--- src/rtl/mcac_pkg.sv ---
// mcac_pkg: shared scale-factor limits, slow-filter reset value and channel index type
package mcac_pkg;
    localparam logic [12:0] YU_MIN = 13'd544;
    localparam logic [12:0] YU_MAX = 13'd5120;
    typedef logic [3:0] ch_t;
    function automatic logic [31:0] yl_rst(input int ss);
        return 32'd544 << ss;
    endfunction
endpackage

--- src/rtl/yu_fast_filt.sv ---
// yu_fast_filt: fast scale-factor update YUT = Y + ((WI<<SF) - Y) >>> SF, wrapped to 13 bits
module yu_fast_filt #(
    parameter int SF = 5
) (
    input  logic [11:0] wi_i,
    input  logic [12:0] y_i,
    output logic [12:0] yut_o
);
    localparam int DW = 12 + SF;
    logic [DW-1:0] dif;
    logic signed [DW-1:0] dif_sh;
    assign dif = {wi_i, {SF{1'b0}}} - DW'(y_i);
    assign dif_sh = $signed(dif) >>> SF;
    assign yut_o = y_i + 13'(dif_sh);
endmodule

--- src/rtl/yu_filt_mc.sv ---
// yu_filt_mc: multi-channel 2-stage fast/slow scale-factor filter with per-channel YL table.
// Define YU_LIMB_EN to clamp YU to [YU_MIN, YU_MAX].
module yu_filt_mc
    import mcac_pkg::*;
#(
    parameter int NCH = 4,
    parameter int CHW = 2,
    parameter int SF  = 5,
    parameter int SS  = 6
) (
    input  logic              clk,
    input  logic              reset,
    input  logic              in_valid,
    output logic              in_ready,
    input  logic [CHW-1:0]    in_ch,
    input  logic [11:0]       WI,
    input  logic [12:0]       Y,
    output logic              out_valid,
    input  logic              out_ready,
    output logic [CHW-1:0]    out_ch,
    output logic [12:0]       YU,
    output logic [13+SS-1:0]  YLP
);
    localparam int YLW = 13 + SS;
    localparam logic [YLW-1:0] YL_RST = YLW'(yl_rst(SS));

    logic [YLW-1:0] yl_q [NCH];
    logic           s1_v_q, s1_v_d, s2_v_q, s2_v_d;
    logic [CHW-1:0] s1_ch_q, s2_ch_q, ch_d;
    logic [12:0]    s1_yu_q, s2_yu_q, yut, yu_d;
    logic [YLW-1:0] s1_yl_q, s2_ylp_q, s1_yl_d, ylp_d, tbl_rd;
    logic           s2_ld, accept, fwd;
    ch_t            ch_sel;

    yu_fast_filt #(.SF(SF)) u_fast (
        .wi_i  (WI),
        .y_i   (Y),
        .yut_o (yut)
    );

`ifdef YU_LIMB_EN
    assign yu_d = (yut < YU_MIN) ? YU_MIN : (yut > YU_MAX) ? YU_MAX : yut;
`else
    assign yu_d = yut;
`endif

    assign ch_sel = (int'(in_ch) >= NCH) ? ch_t'(NCH - 1) : ch_t'(in_ch);
    assign ch_d   = CHW'(ch_sel);

    assign s2_ld    = s1_v_q && (!s2_v_q || out_ready);
    assign in_ready = !reset && (!s1_v_q || !s2_v_q || out_ready);
    assign accept   = in_valid && in_ready;
    assign s1_v_d   = accept || (s1_v_q && !s2_ld);
    assign s2_v_d   = s2_ld || (s2_v_q && !out_ready);
    assign ylp_d    = s1_yl_q + YLW'(s1_yu_q) - (s1_yl_q >> SS);

    always_comb begin
        tbl_rd = '0;
        for (int c = 0; c < NCH; c++) tbl_rd = (CHW'(c) == ch_d) ? yl_q[c] : tbl_rd;
    end

    // The entry leaving S1 this edge has not yet reached the table; take its result instead
    assign fwd     = s2_ld && (s1_ch_q == ch_d);
    assign s1_yl_d = fwd ? ylp_d : tbl_rd;

    always_ff @(posedge clk) begin
        if (reset) begin
            s1_v_q   <= 1'b0;
            s2_v_q   <= 1'b0;
            s2_ch_q  <= '0;
            s2_yu_q  <= '0;
            s2_ylp_q <= '0;
            for (int c = 0; c < NCH; c++) yl_q[c] <= YL_RST;
        end else begin
            s1_v_q <= s1_v_d;
            s2_v_q <= s2_v_d;
            if (accept) begin
                s1_ch_q <= ch_d;
                s1_yu_q <= yu_d;
                s1_yl_q <= s1_yl_d;
            end
            if (s2_ld) begin
                s2_ch_q  <= s1_ch_q;
                s2_yu_q  <= s1_yu_q;
                s2_ylp_q <= ylp_d;
                for (int c = 0; c < NCH; c++) if (CHW'(c) == s1_ch_q) yl_q[c] <= ylp_d;
            end
        end
    end

    assign out_valid = s2_v_q;
    assign out_ch    = s2_ch_q;
    assign YU        = s2_yu_q;
    assign YLP       = s2_ylp_q;
endmodule

--- config.mk ---
export PLATFORM = sky130hd
export DESIGN_NAME = yu_filt_mc
export DESIGN_NICKNAME = d
export VERILOG_FILES = /design/src/rtl/mcac_pkg.sv /design/src/rtl/yu_fast_filt.sv /design/src/rtl/yu_filt_mc.sv
export SDC_FILE = /design/constraint.sdc
export NUM_CORES = 1
export LEC_CHECK = 0
export BUFFER_PORTS_ARGS = -buffer_cell sky130_fd_sc_hd__clkbuf_2
export CAP_MARGIN = 20
export CORE_MARGIN = 5
export CORE_UTILIZATION = 60
export DETAILED_ROUTE_END_ITERATION = 10
export MAX_ROUTING_LAYER = met4
export PLACE_DENSITY = 0.78
export SETUP_SLACK_MARGIN = 0.2
export SLEW_MARGIN = 20
export SYNTH_ARGS = -nofsm -noshare
export SYNTH_HDL_FRONTEND = slang
export SYNTH_SLANG_ARGS = --single-unit
export TNS_END_PERCENT = 30
--- constraint.sdc ---
create_clock -name clk -period 4.3 [get_ports clk]
set_input_delay 0.86 -clock clk [delete_from_list [all_inputs] [get_ports clk]]
set_output_delay 0.86 -clock clk [all_outputs]
set_load 0.005 [all_outputs]
==> results_dict.tcl, run 1 <==
set metrics [dict create \
    clk_pin_slew_ns 0.06 \
    synth_top_area_share_pct 41.8 \
    fill_cells 1011 \
    rr_startpoint "s1_yl_q[9]" \
    viasPerCell 5.89 \
    holdCritPathClass "reg -> reg" \
    cts_tree "built" \
    hold_start "YU[5]" \
    rows 42 \
    r2r-end "s1_yl_q[15]" \
    placed_area_um2 8440 \
    cts_hold_buf 0 \
    die_area_um2 15600 \
    cts_root_buf "clkbuf_16" \
    required_ns 4.47 \
    clockBufferDepth 2 \
    setup_tns_ns 0 \
    avgSynthCellArea_um2 10.5 \
    slew_violations 0 \
    core_area_um2 13100 \
    synth_most_common_cell "nor2_1" \
    grt_pass1_wl_um 30300 \
    routabilityCongestion 0.928 \
    dr.pass1.iters 6 \
    postRouteAntennaNets 0 \
    relSlewSlack_pct 35.5 \
    cts.repair.resized 0 \
    cp.arrival_ns 4.08 \
    min_to "YU[5]" \
    leakage_nw 3.81 \
    dp_hpwl_um 13200 \
    finalSetupViolCount 0 \
    finClkSkew_ns 0.0105 \
    start_util_pct 60.3 \
    finalHoldViolCount 0 \
    yosysUniqueCellTypes 56 \
    synth-seq-area-share_pct 51.0 \
    synth_edf_count 110 \
    async_flop_share_pct 0 \
    synth.area.top_cells "edfxtp_1 (42%), dfxtp_1 (9.1%), ha_1 (6.3%), mux4_2 (5.4%), nor2_1 (5.4%)" \
    wl_um 19000 \
    fin_crit_sh_pct 90.9 \
    syn_area_um2 7900 \
    drive_gt1_share_pct 16.7 \
    drv_cap 0 \
    drtIter0Drc 542 \
    fin_crit_ns 3.91 \
    grt_max_degree 44 \
    cp_max_fo 4 \
    ys.flop_type "edfxtp_1" \
    drc 0 \
    worst_pin_slew_ns 0.967 \
    worst_r2r_path_depth 11 \
    postCtsSetupBuffers 0 \
    syn_nets 835 \
    die_width_um 125 \
    synth_seq_cells 146 \
    num_vias 5943 \
    routedWlPerCell_um 18.8 \
    antenna_found_initial 0 \
    final_util_pct 69.0 \
    outcome "finished, final reports clean" \
    cts_htree_levels 4 \
    rrSetupSlack_ns 0.78 \
    max_freq_ghz 0.256 \
    final_area_um2 9030 \
    synth_commonest_cells "nor2_1 (113), edfxtp_1 (110), nand2_1 (89)" \
    p_per_area_nw_per_um2 483 \
    dieHeight_um 125 \
    insertion_delay_ns 0.43 \
    synth_top_cell_by_area "edfxtp_1" \
    gr-total-overflow 0 \
    end_kind "flop" \
    num_io_pins 67 \
    path_class "in -> reg" \
    syn_inst 750 \
    grt_pass1_vias 6041 \
    diodes 0 \
    peakVddDrop_mv 0.351 \
    place.port_buffers 66 \
    syn2layout_area_growth_pct 14.4 \
    yosys_warnings 0 \
    cts_inserted_buffers 17 \
    grt_setup_unrepaired "no" \
    final_nets 905 \
    worst_setup_path_start_kind "primary input" \
    hold_depth 2 \
    clkSinkCount 146 \
    grt_usage_pct 25.6 \
]
-- worst max-delay path, stage by stage --
cell	delay, ns
clkbuf_2	0.11
inv_1	0.04
ha_1	0.34
a21o_1	0.18
a41oi_2	0.28
o221ai_1	0.22
a21oi_1	0.30
nor2_1	0.12
nor3_1	0.20
xor2_1	0.23
ha_1	0.27
a21oi_1	0.15
o21ai_0	0.16
a21o_1	0.21
a21oi_1	0.15
xnor3_1	0.23
-- registers in the layout, indices dropped and copies added (netlist names) --
name,count
out_ch,2
s1_yl_q,19
YU,13
s1_ch_q,2
s1_yu_q,13
YLP,19
out_valid,1
yl_q,76
s1_v_q,1
-- routing by layer --
layer	up-vias	global-route usage [%]	share of wire [%]
met2	247	41.9	49
met4	0	10.1	3.0
li1	2744	-	-
met5	-	-	0
met1	2904	31.5	41
met3	48	5.06	7.1
-- area by class of cell --
type	instances	area (um^2)	share of cell area, %
flip-flops and latches	146	4020	44.6
multi-input cells	500	3480	38.5
clock buffers	20	437	4.84
repair buffers	79	428	4.74
inverters	76	285	3.16
well taps	176	220	2.44
clock inverters	12	156	1.73
-- report_power, final --
group	switching (mW)	total [mW]	internal, mW
Combinational	0.750	1.18	0.426
Clock	0.579	1.49	0.914
Sequential	0.0509	1.69	1.64
-- per-stage QoR --
stage	setup slack (ns)	total power [mW]	instances	hold slack, ns
6_report	0.391	4.36	1009	0.453
5_1_grt	0.236	4.57	1009	0.466
4_1_cts	0.458	4.37	1009	0.454
3_5_place_dp	0.0177	2.87	977	0.446
3_3_place_gp	0.169	2.82	977	0.444
2_1_floorplan	0.507	2.53	750	0.453
-- cell usage in the layout, fill, tap and decap left out, drive strengths merged, types with 10 or more instances in the layout --
master / synthesis / layout
nor3: 11 / 11
nor2: 113 / 113
dfxtp: 36 / 36
a21oi: 46 / 46
nand2: 89 / 89
mux4: 19 / 19
xnor2: 19 / 19
a21o: 10 / 10
xor2: 14 / 14
edfxtp: 110 / 110
ha: 40 / 40
o21a: 12 / 12
fa: 14 / 14
o21ai: 36 / 36
buf: 5 / 13
clkbuf: 23 / 86
inv: 75 / 78
-- cells by family (layout without fill, tap and decap cells) --
| logic type | after synthesis | in the layout | share of synthesized area (%) |
|---|---|---|---|
| AND/OR/NAND/NOR | 256 | 256 | 13.7 |
| flip-flops | 146 | 146 | 51.0 |
| AO/OA/AOI/OAI | 136 | 136 | 10.9 |
| buffers and inverters | 104 | 187 | 5.07 |
| adder cells (fa/ha/maj) | 54 | 54 | 9.89 |
| XOR/XNOR | 34 | 34 | 3.95 |
| multiplexers | 20 | 20 | 5.56 |
-- worst max-delay path by stage --
stage                     from           to  cells past startpoint
final                     Y[6]  s1_yu_q[12]                     16
after global routing      Y[6]  s1_yu_q[12]                     16
after CTS                 Y[6]  s1_yu_q[12]                     16
after detailed placement  Y[6]  s1_yu_q[12]                     16
after global placement    Y[6]  s1_yu_q[12]                     16
after floorplan           Y[6]  s1_yu_q[12]                     15
Note: power is estimated with default switching activity, not from simulation.
==> run 2, diff against run 1 <==
--- a/config.mk
+++ b/config.mk
@@ -6,7 +6,8 @@
 export NUM_CORES = 1
 export LEC_CHECK = 0
 export BUFFER_PORTS_ARGS = -buffer_cell sky130_fd_sc_hd__clkbuf_2
-export CAP_MARGIN = 20
+export CAP_MARGIN = 5
+export CORE_ASPECT_RATIO = 0.7
 export CORE_MARGIN = 5
 export CORE_UTILIZATION = 60
 export DETAILED_ROUTE_END_ITERATION = 10
==> run 2 against run 1 <==
Effect of this change:
- design area fell by 0.71%
- wire length up 4.6%
- via count is 0.77% lower
- power shrank 1.0%
- largest power group unchanged
- sequential power hardly changed
- non-clock buffer count fell by 1
- critical path depth increased by 2
- combinational power grew 4%
- sequential share of layout area is 0.32 points higher
- highest routed layer unchanged
- final cell count decreased by 1.1%
- worst hold slack improved by 0.0051 ns
==> results_dict.tcl, run 2 (synthesis results as in run 1) <==
set metrics [dict create \
    final_common_cell "nor2_1" \
    ff_latch_area_um2 4020 \
    fin_crit_sh_pct 86.7 \
    holdCritPathClass "reg -> reg" \
    syn2layout_area_growth_pct 13.5 \
    top_register "yl_q" \
    core_area_um2 13000 \
    cts_root_buf "clkbuf_16" \
    postCtsSetupBuffers 0 \
    p_per_area_nw_per_um2 482 \
    peakVddDrop_mv 0.368 \
    grt_pass1_wl_um 31600 \
    relSlewSlack_pct 31.0 \
    grt_usage_pct 27.1 \
    num_io_pins 67 \
    setup_tns_ns 0 \
    multiInputGateArea_um2 3480 \
    die_width_um 147 \
    cp_max_fo 5 \
    max_freq_ghz 0.268 \
    grt_pass1_vias 5986 \
    wl_um 19900 \
    required_ns 4.47 \
    max_stage_delay_ns 0.34 \
    path_class "in -> reg" \
    antenna_found_initial 0 \
    cts_htree_levels 4 \
    routedWlPerCell_um 19.9 \
    rows 35 \
    outcome "finished, final reports clean" \
    clk_pin_slew_ns 0.07 \
    insertion_delay_ns 0.42 \
    holdWs_ns 0.458 \
    worst_setup_path_start_kind "primary input" \
    start_util_pct 60.7 \
    finClkSkew_ns 0.00834 \
    finalSetupViolCount 0 \
    fill_cells 961 \
    routabilityCongestion 0.894 \
    cts_inserted_buffers 17 \
    grt_setup_unrepaired "no" \
    drive_gt1_share_pct 16.8 \
    dp_hpwl_um 14300 \
    fin_crit_ns 3.73 \
    place.port_buffers 66 \
    leakage_nw 3.79 \
    cts_tree "built" \
    drtIter0Drc 534 \
    layout_common_cells "nor2_1 (113), edfxtp_1 (110), nand2_1 (89), inv_1 (75), clkbuf_2 (66)" \
    worst_pin_slew_ns 1.03 \
    cp_cell_sequence "clkbuf_2 > inv_1 > ha_1 > a21o_1 > a41oi_2 > buf_4 > nor2_1 > o21ai_0 > nand2b_1 > xor2_1 > ha_1 > nand2_1 > o211ai_1 > a21oi_1 > o21ai_0 > a21o_1 > a21oi_1 > xnor3_1" \
    clockBufferDepth 2 \
    die_area_um2 15600 \
    grt_max_degree 37 \
    slew_violations 0 \
    postRouteAntennaNets 0 \
    num_vias 5897 \
    finalHoldViolCount 0 \
    drv_cap 0 \
    dr.pass1.iters 5 \
    viasPerCell 5.91 \
    cts_hold_buf 0 \
    cts.repair.resized 0 \
    drc 0 \
    gr-total-overflow 0 \
    diodes 0 \
    clkSinkCount 146 \
    largest_reg_flops 76 \
    final_nets 904 \
    cp.arrival_ns 3.90 \
    end_kind "flop" \
    dieHeight_um 106 \
    cp_slowest_cell "ha_1" \
]
-- run 2: cell types whose count changed in the layout (fill, tap and decap cells not counted), sizes merged --
cell	before	now
inv	78	82
bufinv	3	0
clkbuf	86	83
buf	13	12
clkinv	3	4
clkinvlp	4	5
-- run 2: worst max-delay path, delay by kind of cell --
kind	cells	cell delay [ns]
compound gates	8	1.41
fa+ha+maj	2	0.68
xor+xnor	2	0.37
buf+inv	3	0.30
simple gates	3	0.26
-- run 2: worst paths after layout --
path / endpoint / depth (start not counted) / start / slack, ns
max reg2reg: s1_yl_q[18] / 11 / s1_yu_q[11] / 0.63
min: YU[11] / 2 / YU[11] / 0.46
min reg2reg: YU[11] / 2 / YU[11] / 0.46
max: s1_yu_q[12] / 18 / Y[6] / 0.57
-- run 2: metal layers --
layer / part of all wire [%] / vias to the layer above / GRT usage, %
li1: - / 2743 / -
met1: 45 / 2882 / 37.3
met2: 47 / 227 / 41.5
met3: 6.5 / 45 / 5.20
met4: 2.1 / 0 / 8.58
met5: 0 / - / -
-- run 2: area by class of cell --
type / count / area share [%]
Clock buffer: 17 / 4.75
Clock inverter: 15 / 1.38
Inverter: 76 / 3.18
Multi-Input combinational cell: 500 / 38.8
Sequential cell: 146 / 44.9
Tap cell: 166 / 2.32
Timing Repair Buffer: 78 / 4.69
-- run 2: per-stage QoR --
stage | setup slack [ns] | cell area, um^2 | std cells | util [%] | power [mW]
after global routing | 0.293 | 8960 | 998 | 68.9 | 4.53
after detailed placement | 0.164 | 8420 | 966 | 64.7 | 2.92
after floorplan | 0.507 | 7900 | 750 | - | 2.53
after global placement | 0.278 | 8420 | 966 | 64.7 | 2.87
final | 0.573 | 8960 | 998 | 68.9 | 4.32
after CTS | 0.601 | 8960 | 998 | 68.9 | 4.31
-- run 2: power breakdown --
group          total [mW]  leakage, nW  internal [mW]  switching, mW
registers            1.69         1.38           1.64         0.0531
clock network        1.39        0.256          0.753          0.635
logic                1.23         2.15          0.427          0.808
total                4.32         3.79           2.82           1.50
==> run 3, diff against run 2 <==
--- a/config.mk
+++ b/config.mk
@@ -9,10 +9,10 @@
 export CAP_MARGIN = 5
 export CORE_ASPECT_RATIO = 0.7
 export CORE_MARGIN = 5
-export CORE_UTILIZATION = 60
+export CORE_UTILIZATION = 54
 export DETAILED_ROUTE_END_ITERATION = 10
 export MAX_ROUTING_LAYER = met4
-export PLACE_DENSITY = 0.78
+export PLACE_DENSITY = 0.76
 export SETUP_SLACK_MARGIN = 0.2
 export SLEW_MARGIN = 20
 export SYNTH_ARGS = -nofsm -noshare
==> constraint.sdc (replaced) <==
create_clock -name clk -period 3.2 [get_ports clk]
set_input_delay 0.64 -clock clk [delete_from_list [all_inputs] [get_ports clk]]
set_output_delay 0.64 -clock clk [all_outputs]
set_load 0.005 [all_outputs]
==> run 3 against run 2 <==
Effect of this change:
- the flow now finishes with violations (negative setup slack)
- utilization up 3.1 points
- clock skew is 0.00077 ns higher
- final cell count up 13%
- global-route usage is 0.22 points lower
- wire length increased by 14%
- clock-buffer cell count rose by 7
- first-iteration DRC count down 1.9%
- sequential share of layout area down 6.5 points
- power is 60% higher
- sequential power rose by 36%
- largest power group is now combinational cells
==> results_dict.tcl, run 3 (synthesis results as in run 1) <==
set metrics [dict create \
    outcome "complete, but fails checks" \
    violations "negative setup slack" \
    cp.buffers_inverters 2 \
    clockBufferDepth 2 \
    num_io_pins 67 \
    syn2layout_area_growth_pct 32.6 \
    cp_cell_sequence "inv_2 > fa_1 > inv_2 > ha_4 > a21o_1 > a21oi_2 > o21bai_2 > a221o_1 > o31a_1 > or3_4 > a31oi_4" \
    worst_pin_slew_ns 1.02 \
    diodes 0 \
    clk_pin_slew_ns 0.06 \
    grt_pass1_vias 6639 \
    fin_cells 1131 \
    p_per_area_nw_per_um2 658 \
    relSlewSlack_pct 32.0 \
    cp_slowest_cell "fa_1" \
    final_nets 1008 \
    leakage_nw 4.40 \
    grt_setup_unrepaired "yes" \
    num_vias 6552 \
    cp_top_family "compound AO/OA/AOI/OAI gates" \
    path_class "reg -> reg" \
    finalSetupViolCount 6 \
    top_register "yl_q" \
    viasPerCell 5.79 \
    worst_setup_path_start_kind "flop" \
    preCtsSetupSlack_ns -0.533 \
    place.port_buffers 66 \
    cp_max_fo 6 \
    grt_pass1_wl_um 34900 \
    slew_violations 0 \
    antenna_found_initial 0 \
    cts_htree_levels 4 \
    finClkSkew_ns 0.00911 \
    cts_root_buf "clkbuf_16" \
    cp.arrival_ns 3.51 \
    dp.cells 1076 \
    die_width_um 155 \
    dr.pass1.iters 4 \
    wl_um 22700 \
    grt_usage_pct 26.9 \
    fin_crit_ns 3.24 \
    drive_gt1_share_pct 35.6 \
    dp_hpwl_um 15000 \
    layout_common_cells "edfxtp_1 (110), buf_4 (106), nor2_1 (102), nand2_1 (87), clkbuf_2 (65)" \
    fin_crit_sh_pct 101 \
    max_stage_delay_ns 0.54 \
    required_ns 3.47 \
    core_area_um2 14500 \
    holdCritPathClass "reg -> reg" \
    finalHoldViolCount 0 \
    routabilityCongestion 0.916 \
    cts_tree "built" \
    max_freq_ghz 0.309 \
    cts_inserted_buffers 17 \
    die_area_um2 17200 \
    drv_cap 0 \
    clkSinkCount 146 \
    largest_reg_flops 76 \
    insertion_delay_ns 0.42 \
    rows 37 \
    peakVddDrop_mv 0.387 \
    grt_max_degree 37 \
    end_kind "flop" \
    gr-total-overflow 0 \
    drc 0 \
    final_common_cell "edfxtp_1" \
    cts_hold_buf 0 \
    path_common_cell "inv_2" \
    dieHeight_um 111 \
    start_util_pct 54.3 \
    finalWorstSetupSlack_ns -0.0402 \
    drtIter0Drc 524 \
    postRouteAntennaNets 0 \
    routedWlPerCell_um 20.1 \
]
-- run 3: changes by cell type in the layout (fill, tap and decap cells not counted), moves of 6 or more --
cell,before,now
o21ai_0,35,23
ha_1,40,27
ha_4,0,11
nor2_1,113,102
inv_2,0,12
o21ai_1,1,8
buf_4,12,106
a21oi_1,46,32
nor2_4,0,6
buf_6,0,10
inv_1,75,61
a21oi_2,0,12
-- run 3: per-stage QoR --
stage	instance area (um^2)	utilization (%)	total power, mW	hold slack [ns]	setup TNS, ns
global placement	9110	62.7	4.20	0.443	-2.16
CTS	10100	69.6	6.54	0.455	-0.0142
detailed placement	9120	62.7	4.28	0.448	-3.84
floorplan	7950	-	3.41	0.453	-0.103
finish	10500	72.0	6.89	0.454	-0.103
global route	10500	72.0	7.17	0.477	-2.33
-- run 3: timing repair --
| action | CTS | global route |
|---|---|---|
| hold endpoints to repair | 0 | 0 |
| cloned | 0 | 0 |
| resized for setup | 82 | 51 |
| setup endpoints to repair | 52 | 61 |
| pin swaps | 31 | 47 |
| setup buffers | 10 | 13 |
-- run 3: layer usage --
| layer | global-route usage (%) | vias up | wire, um |
|---|---|---|---|
| met3 | 5.85 | 46 | 1840 |
| met5 | - | - | 0 |
| met4 | 8.06 | 0 | 437 |
| met2 | 41.6 | 295 | 11000 |
| li1 | - | 2956 | - |
| met1 | 35.9 | 3255 | 9420 |
-- run 3: where the power goes --
part | internal, mW | switching [mW] | total (mW)
Sequential | 2.21 | 0.0832 | 2.29
Clock | 1.21 | 0.787 | 2.00
Combinational | 1.19 | 1.41 | 2.60
Total | 4.61 | 2.28 | 6.89
-- run 3: worst paths after layout --
kind,start,to,slack (ns),depth (start not counted)
max reg2reg,s1_yu_q[11],s1_yl_q[18],-0.04,11
min reg2reg,out_ch[0],out_ch[0],0.45,2
max,s1_yu_q[11],s1_yl_q[18],-0.04,11
min,out_ch[0],out_ch[0],0.45,2
-- run 3: cell type report --
cell class / instances / area [um^2]
clock buffer: 24 / 482
timing repair buffer: 182 / 1250
fill: 989 / 4070
inverter: 76 / 292
sequential: 146 / 4020
clock inverter: 8 / 104
tap: 195 / 244
multi-input combinational: 500 / 4080
-- run 3: worst min-delay path: stages, from the launching register on --
cell	delay, ns
dfxtp_1	0.31
nand2_1	0.05
a21oi_1	0.05
